$ cat config.mk
export PLATFORM = sky130hd
export DESIGN_NAME = transceive
export DESIGN_NICKNAME = d
export VERILOG_FILES = /design/src/rtl/transceive_pkg.sv /design/src/rtl/transceive_baud.sv /design/src/rtl/transceive.sv
export SDC_FILE = /design/constraint.sdc
export NUM_CORES = 1
export LEC_CHECK = 0
export ABC_AREA = 1
export BUFFER_PORTS_ARGS = -buffer_cell sky130_fd_sc_hd__buf_2
export CAP_MARGIN = 10
export CORE_ASPECT_RATIO = 1.2
export CORE_UTILIZATION = 54
export CTS_BUF_LIST = sky130_fd_sc_hd__clkbuf_16
export DETAILED_ROUTE_END_ITERATION = 10
export GPL_TIMING_DRIVEN = 0
export HOLD_SLACK_MARGIN = 0.08
export PLACE_DENSITY = 0.84
export SKIP_CTS_REPAIR_TIMING = 1
export SLEW_MARGIN = 25
export SYNTH_ARGS = -nofsm -noshare
export SYNTH_HDL_FRONTEND = slang
export SYNTH_SLANG_ARGS = --single-unit
export TNS_END_PERCENT = 30
$ cat constraint.sdc
create_clock -name clk -period 1.5 [get_ports clk]
set_input_delay 0.375 -clock clk [delete_from_list [all_inputs] [get_ports clk]]
set_output_delay 0.375 -clock clk [all_outputs]
set_load 0.005 [all_outputs]
$ cat src/rtl/transceive_pkg.sv
// transceive_pkg: frame constants, state encodings and bit-period helper
// shared by the UART transceiver and its baud counter.
package transceive_pkg;

   localparam int unsigned DATA_BITS = 8;
   localparam logic        START_BIT = 1'b0;
   localparam logic        STOP_BIT  = 1'b1;

   typedef enum logic [1:0] {
      RX_IDLE,
      RX_START,
      RX_DATA,
      RX_STOP
   } rx_state_e;

   typedef enum logic [1:0] {
      TX_IDLE,
      TX_START,
      TX_DATA,
      TX_STOP
   } tx_state_e;

   // Clocks per bit, rounded to nearest.
   function automatic int unsigned calc_div(int unsigned freq, int unsigned baud);
      return (freq + baud / 2) / baud;
   endfunction

endpackage

$ cat src/rtl/transceive_baud.sv
// transceive_baud: loadable bit-period down-counter. A full load times one
// bit, a half load times the distance from a start edge to mid-bit. tick_o
// is high while the count has expired.
module transceive_baud #(
   parameter int unsigned DIV = 1250
) (
   input  logic clk,
   input  logic rst,
   input  logic load_full_i,
   input  logic load_half_i,
   output logic tick_o
);

   localparam int unsigned CW = (DIV > 2) ? $clog2(DIV) : 1;

   logic [CW-1:0] cnt_q, cnt_d;

   // Next count: reload on request, otherwise run down and park at zero.
   // NOTE: cnt_d gets a default first so every path assigns it and no latch is inferred.
   always_comb begin
      cnt_d = cnt_q;
      if (load_full_i)       cnt_d = CW'(DIV - 1);
      else if (load_half_i)  cnt_d = CW'(DIV / 2 - 1);
      else if (cnt_q != '0)  cnt_d = cnt_q - 1'b1;
   end

   // Count register.
   // NOTE: sequential state uses non-blocking assignments; combinational logic uses blocking.
   always_ff @(posedge clk or negedge rst) begin
      if (!rst) cnt_q <= '0;
      else      cnt_q <= cnt_d;
   end

   assign tick_o = (cnt_q == '0);

endmodule

$ cat src/rtl/transceive.sv
// transceive: 8N1 UART receiver and transmitter sharing clock, reset and
// baud configuration. Received bytes leave on rx_dat/rx_stb/rx_rdy, bytes to
// send enter on tx_dat/tx_stb/tx_rdy.
// Build option: define TRANSCEIVE_LOOPBACK_EN to echo every received byte on
// txd (external tx_dat/tx_stb and rx_rdy are then ignored).
module transceive
   import transceive_pkg::*;
#(
   parameter int unsigned BAUD = 9600,
   parameter int unsigned FREQ = 12_000_000
) (
   input  logic                 clk,
   input  logic                 rst,
   input  logic                 rxd,
   output logic                 txd,
   output logic [DATA_BITS-1:0] rx_dat,
   output logic                 rx_stb,
   input  logic                 rx_rdy,
   output logic                 rx_err,
   input  logic [DATA_BITS-1:0] tx_dat,
   input  logic                 tx_stb,
   output logic                 tx_rdy
);

   localparam int unsigned DIV = calc_div(FREQ, BAUD);

   // Receiver state
   rx_state_e            rx_state_q, rx_state_d;
   logic [1:0]           rx_sync_q;
   logic                 rx_prev_q;
   logic [DATA_BITS-1:0] rx_shift_q, rx_shift_d;
   logic [2:0]           rx_bit_q, rx_bit_d;
   logic [DATA_BITS-1:0] rx_dat_q, rx_dat_d;
   logic                 rx_stb_q, rx_stb_d;
   logic                 rx_err_q, rx_err_d;
   logic                 rx_load_full, rx_load_half, rx_tick;
   logic                 rx_s;

   // Transmitter state
   tx_state_e            tx_state_q, tx_state_d;
   logic [DATA_BITS-1:0] tx_shift_q, tx_shift_d;
   logic [2:0]           tx_bit_q, tx_bit_d;
   logic                 txd_q, txd_d;
   logic                 tx_load_full, tx_tick;

   // Stream sources after the loopback selection
   logic [DATA_BITS-1:0] tx_dat_w;
   logic                 tx_stb_w;
   logic                 rx_rdy_w;
   logic                 tx_rdy_w;

   assign tx_rdy_w = (tx_state_q == TX_IDLE);

`ifdef TRANSCEIVE_LOOPBACK_EN
   logic unused_ext;
   assign unused_ext = ^{tx_dat, tx_stb, rx_rdy};
   assign tx_dat_w   = rx_dat_q;
   assign tx_stb_w   = rx_stb_q;
   assign rx_rdy_w   = tx_rdy_w;
`else
   assign tx_dat_w   = tx_dat;
   assign tx_stb_w   = tx_stb;
   assign rx_rdy_w   = rx_rdy;
`endif

   transceive_baud #(.DIV(DIV)) u_rx_baud (
      .clk         (clk),
      .rst         (rst),
      .load_full_i (rx_load_full),
      .load_half_i (rx_load_half),
      .tick_o      (rx_tick)
   );

   transceive_baud #(.DIV(DIV)) u_tx_baud (
      .clk         (clk),
      .rst         (rst),
      .load_full_i (tx_load_full),
      .load_half_i (1'b0),
      .tick_o      (tx_tick)
   );

   assign rx_s = rx_sync_q[1];

   // Synchronize rxd and keep the previous synchronized level for edge detection.
   always_ff @(posedge clk or negedge rst) begin
      if (!rst) begin
         rx_sync_q <= 2'b11;
         rx_prev_q <= 1'b1;
      end else begin
         rx_sync_q <= {rx_sync_q[0], rxd};
         rx_prev_q <= rx_s;
      end
   end

   // Receiver next state: find start edge, verify at mid-start, sample each
   // mid-bit, and deliver at mid-stop. After a bad stop bit the line is low,
   // so no new 1->0 edge is seen until it has returned high.
   always_comb begin
      rx_state_d   = rx_state_q;
      rx_shift_d   = rx_shift_q;
      rx_bit_d     = rx_bit_q;
      rx_dat_d     = rx_dat_q;
      rx_stb_d     = rx_stb_q;
      rx_err_d     = rx_err_q;
      rx_load_full = 1'b0;
      rx_load_half = 1'b0;
      if (rx_stb_q && rx_rdy_w) rx_stb_d = 1'b0;
      case (rx_state_q)
         RX_IDLE: begin
            if (rx_prev_q && !rx_s) begin
               rx_state_d   = RX_START;
               rx_load_half = 1'b1;
            end
         end
         RX_START: begin
            if (rx_tick) begin
               if (rx_s == START_BIT) begin
                  rx_state_d   = RX_DATA;
                  rx_bit_d     = '0;
                  rx_load_full = 1'b1;
               end else begin
                  rx_state_d   = RX_IDLE;
               end
            end
         end
         RX_DATA: begin
            if (rx_tick) begin
               rx_shift_d   = {rx_s, rx_shift_q[DATA_BITS-1:1]};
               rx_load_full = 1'b1;
               if (rx_bit_q == 3'(DATA_BITS - 1)) rx_state_d = RX_STOP;
               else                               rx_bit_d   = rx_bit_q + 3'd1;
            end
         end
         RX_STOP: begin
            if (rx_tick) begin
               rx_dat_d   = rx_shift_q;
               rx_stb_d   = 1'b1;
               rx_err_d   = (rx_s != STOP_BIT) || (rx_stb_q && !rx_rdy_w);
               rx_state_d = RX_IDLE;
            end
         end
      endcase
   end

   // Receiver registers.
   always_ff @(posedge clk or negedge rst) begin
      if (!rst) begin
         rx_state_q <= RX_IDLE;
         rx_shift_q <= '0;
         rx_bit_q   <= '0;
         rx_dat_q   <= '0;
         rx_stb_q   <= 1'b0;
         rx_err_q   <= 1'b0;
      end else begin
         rx_state_q <= rx_state_d;
         rx_shift_q <= rx_shift_d;
         rx_bit_q   <= rx_bit_d;
         rx_dat_q   <= rx_dat_d;
         rx_stb_q   <= rx_stb_d;
         rx_err_q   <= rx_err_d;
      end
   end

   // Transmitter next state: accept in IDLE, then shift start, data, stop,
   // each held for one bit period.
   always_comb begin
      tx_state_d   = tx_state_q;
      tx_shift_d   = tx_shift_q;
      tx_bit_d     = tx_bit_q;
      txd_d        = txd_q;
      tx_load_full = 1'b0;
      case (tx_state_q)
         TX_IDLE: begin
            if (tx_stb_w) begin
               tx_shift_d   = tx_dat_w;
               txd_d        = START_BIT;
               tx_state_d   = TX_START;
               tx_load_full = 1'b1;
            end
         end
         TX_START: begin
            if (tx_tick) begin
               txd_d        = tx_shift_q[0];
               tx_shift_d   = tx_shift_q >> 1;
               tx_bit_d     = '0;
               tx_state_d   = TX_DATA;
               tx_load_full = 1'b1;
            end
         end
         TX_DATA: begin
            if (tx_tick) begin
               tx_load_full = 1'b1;
               if (tx_bit_q == 3'(DATA_BITS - 1)) begin
                  txd_d      = STOP_BIT;
                  tx_state_d = TX_STOP;
               end else begin
                  txd_d      = tx_shift_q[0];
                  tx_shift_d = tx_shift_q >> 1;
                  tx_bit_d   = tx_bit_q + 3'd1;
               end
            end
         end
         TX_STOP: begin
            if (tx_tick) tx_state_d = TX_IDLE;
         end
      endcase
   end

   // Transmitter registers; txd is registered so it is glitch-free at the pin.
   always_ff @(posedge clk or negedge rst) begin
      if (!rst) begin
         tx_state_q <= TX_IDLE;
         tx_shift_q <= '0;
         tx_bit_q   <= '0;
         txd_q      <= 1'b1;
      end else begin
         tx_state_q <= tx_state_d;
         tx_shift_q <= tx_shift_d;
         tx_bit_q   <= tx_bit_d;
         txd_q      <= txd_d;
      end
   end

   assign txd    = txd_q;
   assign tx_rdy = tx_rdy_w;
   assign rx_dat = rx_dat_q;
   assign rx_stb = rx_stb_q;
   assign rx_err = rx_err_q;

endmodule

==> metrics.txt <==
Final WS setup=-0.165 ns; status=complete, but fails checks; Yosys cell types=33; pwr dens=approximately 1900 nW/um^2; Worst Tran Pin Value=between 0.7 and 0.8 ns; Post-Route Skew=about 0.006 ns; total number of vias=2703; max cap viols=0; DRC viols=0; first-pass GRT wire length=~11000 um; reg-to-reg startpoint=u_tx_baud.cnt_q[0]; Syn Inst Count=378; fin crit share=111%; fmax=0.601 GHz; share of layout cells above drive strength 1=35.1%; CTS Sinks=62; commonest non-fill, non-tap cell in the layout=nand2_1; RSZ-0062 raised after global routing=true; HP Class=input port to async pin; GP Congestion=0.830; vias in the first global route=around 2600; Period minus WS final=roughly 1.7 ns; Lkg Pwr=about 2.1 nW; total routed wirelength=7450 um; initial antenna violation count=0; Clock Tree Buf Depth=2; Skew-Pair Late Insertion Delay=0.33 ns; antenna-violating nets left=0; VDD IR max=roughly 1600 uV; fraction of post-synthesis cell area in the top cell type by area=43.9%; post-layout power=7.76 mW; synthesis-stage register bit count=62; Setup CP Type=flop to flop; area taken by multi-input logic gates=around 1700 sq um; sequential cell area fraction in the yosys report=approximately 47%; DR top layer=met4; top post-synthesis cells by area=dfrtp_1, nand2_1, o21ai_2; P&R area growth vs syn=26.4%; Num CTS Buffers=9; Die H=roughly 88 um; post-layout util=approximately 72%; crit-path max FO=10; area of the core=5780 sq um; wl on met1=3000 um; CTS clk-pin slew, worst paths=about 0.05 ns; Max Slew Vio Count=0; Critical Path Source Type=flop; WL/cell=14.4 um; Hold Vio Cnt, Final=0; violated checks=negative setup slack; most frequent cells in the layout=nand2_1, dfrtp_1, inv_1, nor2_1; detailed placement HPWL=about 4300 um; Yosys warnings=0; root buffer cell=clkbuf_16; # rows=30; WP data required=1.71 ns; Final nets=about 460; Syn Nets=about 400; Via density=approximately 5.2; Ports=25; Detailed Route Iter0 Violations=about 190; GRT Overall Usage=around 22%; H-tree depth=3; CP arrival=1.87 ns; Worst setup startpoint=u_tx_baud.cnt_q[0]; Initial Utilization=between 50 and 60%; DRT Pass-1 Iters=4; Syn Std Cell Area=roughly 3300 sq um; Slew headroom=roughly 48%; die width=73.4 um; CTS tree=yes; post-synth top area cell=dfrtp_1; Met2 Wirelength=around 4100 um; input/output buffers=24; die footprint=roughly 6400 sq um; largest net degree at the start of global routing=between 60 and 70; Post-Syn Area per Cell=8.74 sq um; FF+latch area=roughly 1600 sq um; n_diodes=0; Setup crit end kind=flop; metal3 WL=about 210 um; # fillers=between 300 and 400; grt ovf=0; endpoints failing setup=27
==> state kept, by name, summed over array words and instances (netlist names), named ones only <==
name,count
rx_bit_q,3
rx_dat,8
rx_err,1
rx_prev_q,1
rx_shift_q,8
rx_state_q,1
rx_stb,1
rx_sync_q,2
tx_bit_q,3
tx_shift_q,8
tx_state_q,2
txd,1
u_rx_baud.cnt_q,11
u_tx_baud.cnt_q,11
==> layer usage <==
metal,vias to the layer above,track usage [%]
met1,1300,26.6
met4,0,8.39
met3,18,5.64
met5,-,0
met2,63,39.1
li1,1322,-
==> synthesized netlist by cell type (all sizes together) <==
cell,count
a21oi,9
nand2,102
o21bai,1
buf,5
inv,50
o22ai,1
ha,15
a31oi,1
nor2,44
o211ai,1
dfstp,4
nand4,6
dfrtp,58
o31ai,1
nor3,3
o21ai,39
xor2,3
o21a,1
mux2i,7
nand3,27
==> final timing paths <==
path / endpoint / slack (ns) / cells past startpoint
max reg2reg: u_tx_baud.cnt_q[4] / -0.17 / 9
min: tx_state_q[1] / 0.10 / 1
max: u_tx_baud.cnt_q[4] / -0.17 / 9
min reg2reg: rx_sync_q[1] / 0.36 / 0
min in group clk: rx_sync_q[0] / 0.15 / 1
max in group asynchronous: async pin / 0.82 / 1
==> power breakdown <==
part | internal (mW) | switching [mW] | total (mW)
Combinational | 1.52 | 1.95 | 3.47
Sequential | 2.06 | 0.380 | 2.44
Clock | 1.10 | 0.747 | 1.85
==> worst max-delay path: stages, from the launching register on <==
cell	delay (ns)
dfrtp_1	0.40
inv_2	0.10
ha_4	0.16
nand2_4	0.05
nor2_4	0.13
nand3_4	0.13
buf_4	0.20
nand2_1	0.10
xor2_1	0.19
nor2_1	0.08
==> layout make-up <==
class | count | share of cell area, %
Buffer | 5 | 1.56
Clock buffer | 9 | 5.39
Clock inverter | 7 | 0.989
Inverter | 50 | 4.67
Multi-Input combinational cell | 261 | 40.7
Sequential cell | 62 | 37.3
Tap cell | 80 | 2.40
Timing Repair Buffer | 42 | 6.98
==> logic make-up (layout without fill, tap and decap cells) <==
family | count (synthesis) | count (layout) | synth area share [%]
AND/OR/NAND/NOR | 182 | 182 | 25.5
buffers and inverters | 55 | 113 | 7.16
flip-flops | 62 | 62 | 47.1
multiplexers | 7 | 7 | 2.12
adder cells (fa/ha/maj) | 15 | 15 | 5.68
XOR/XNOR | 3 | 3 | 0.795
AO/OA/AOI/OAI | 54 | 54 | 11.6
==> stage by stage <==
stage	hold slack [ns]	instance area, sq um	worst slack, ns	TNS (ns)	instances
after floorplan	0.0794	3320	-0.00521	-0.0104	378
after detailed placement	0.354	3540	-0.214	-6.32	482
after CTS	0.143	3810	-0.223	-7.58	498
after global placement	0.347	3540	-0.144	-9.42	482
after global routing	0.143	4180	-0.204	-5.15	516
final	0.103	4180	-0.165	-1.68	516
Note: power is estimated with default switching activity, not from simulation.
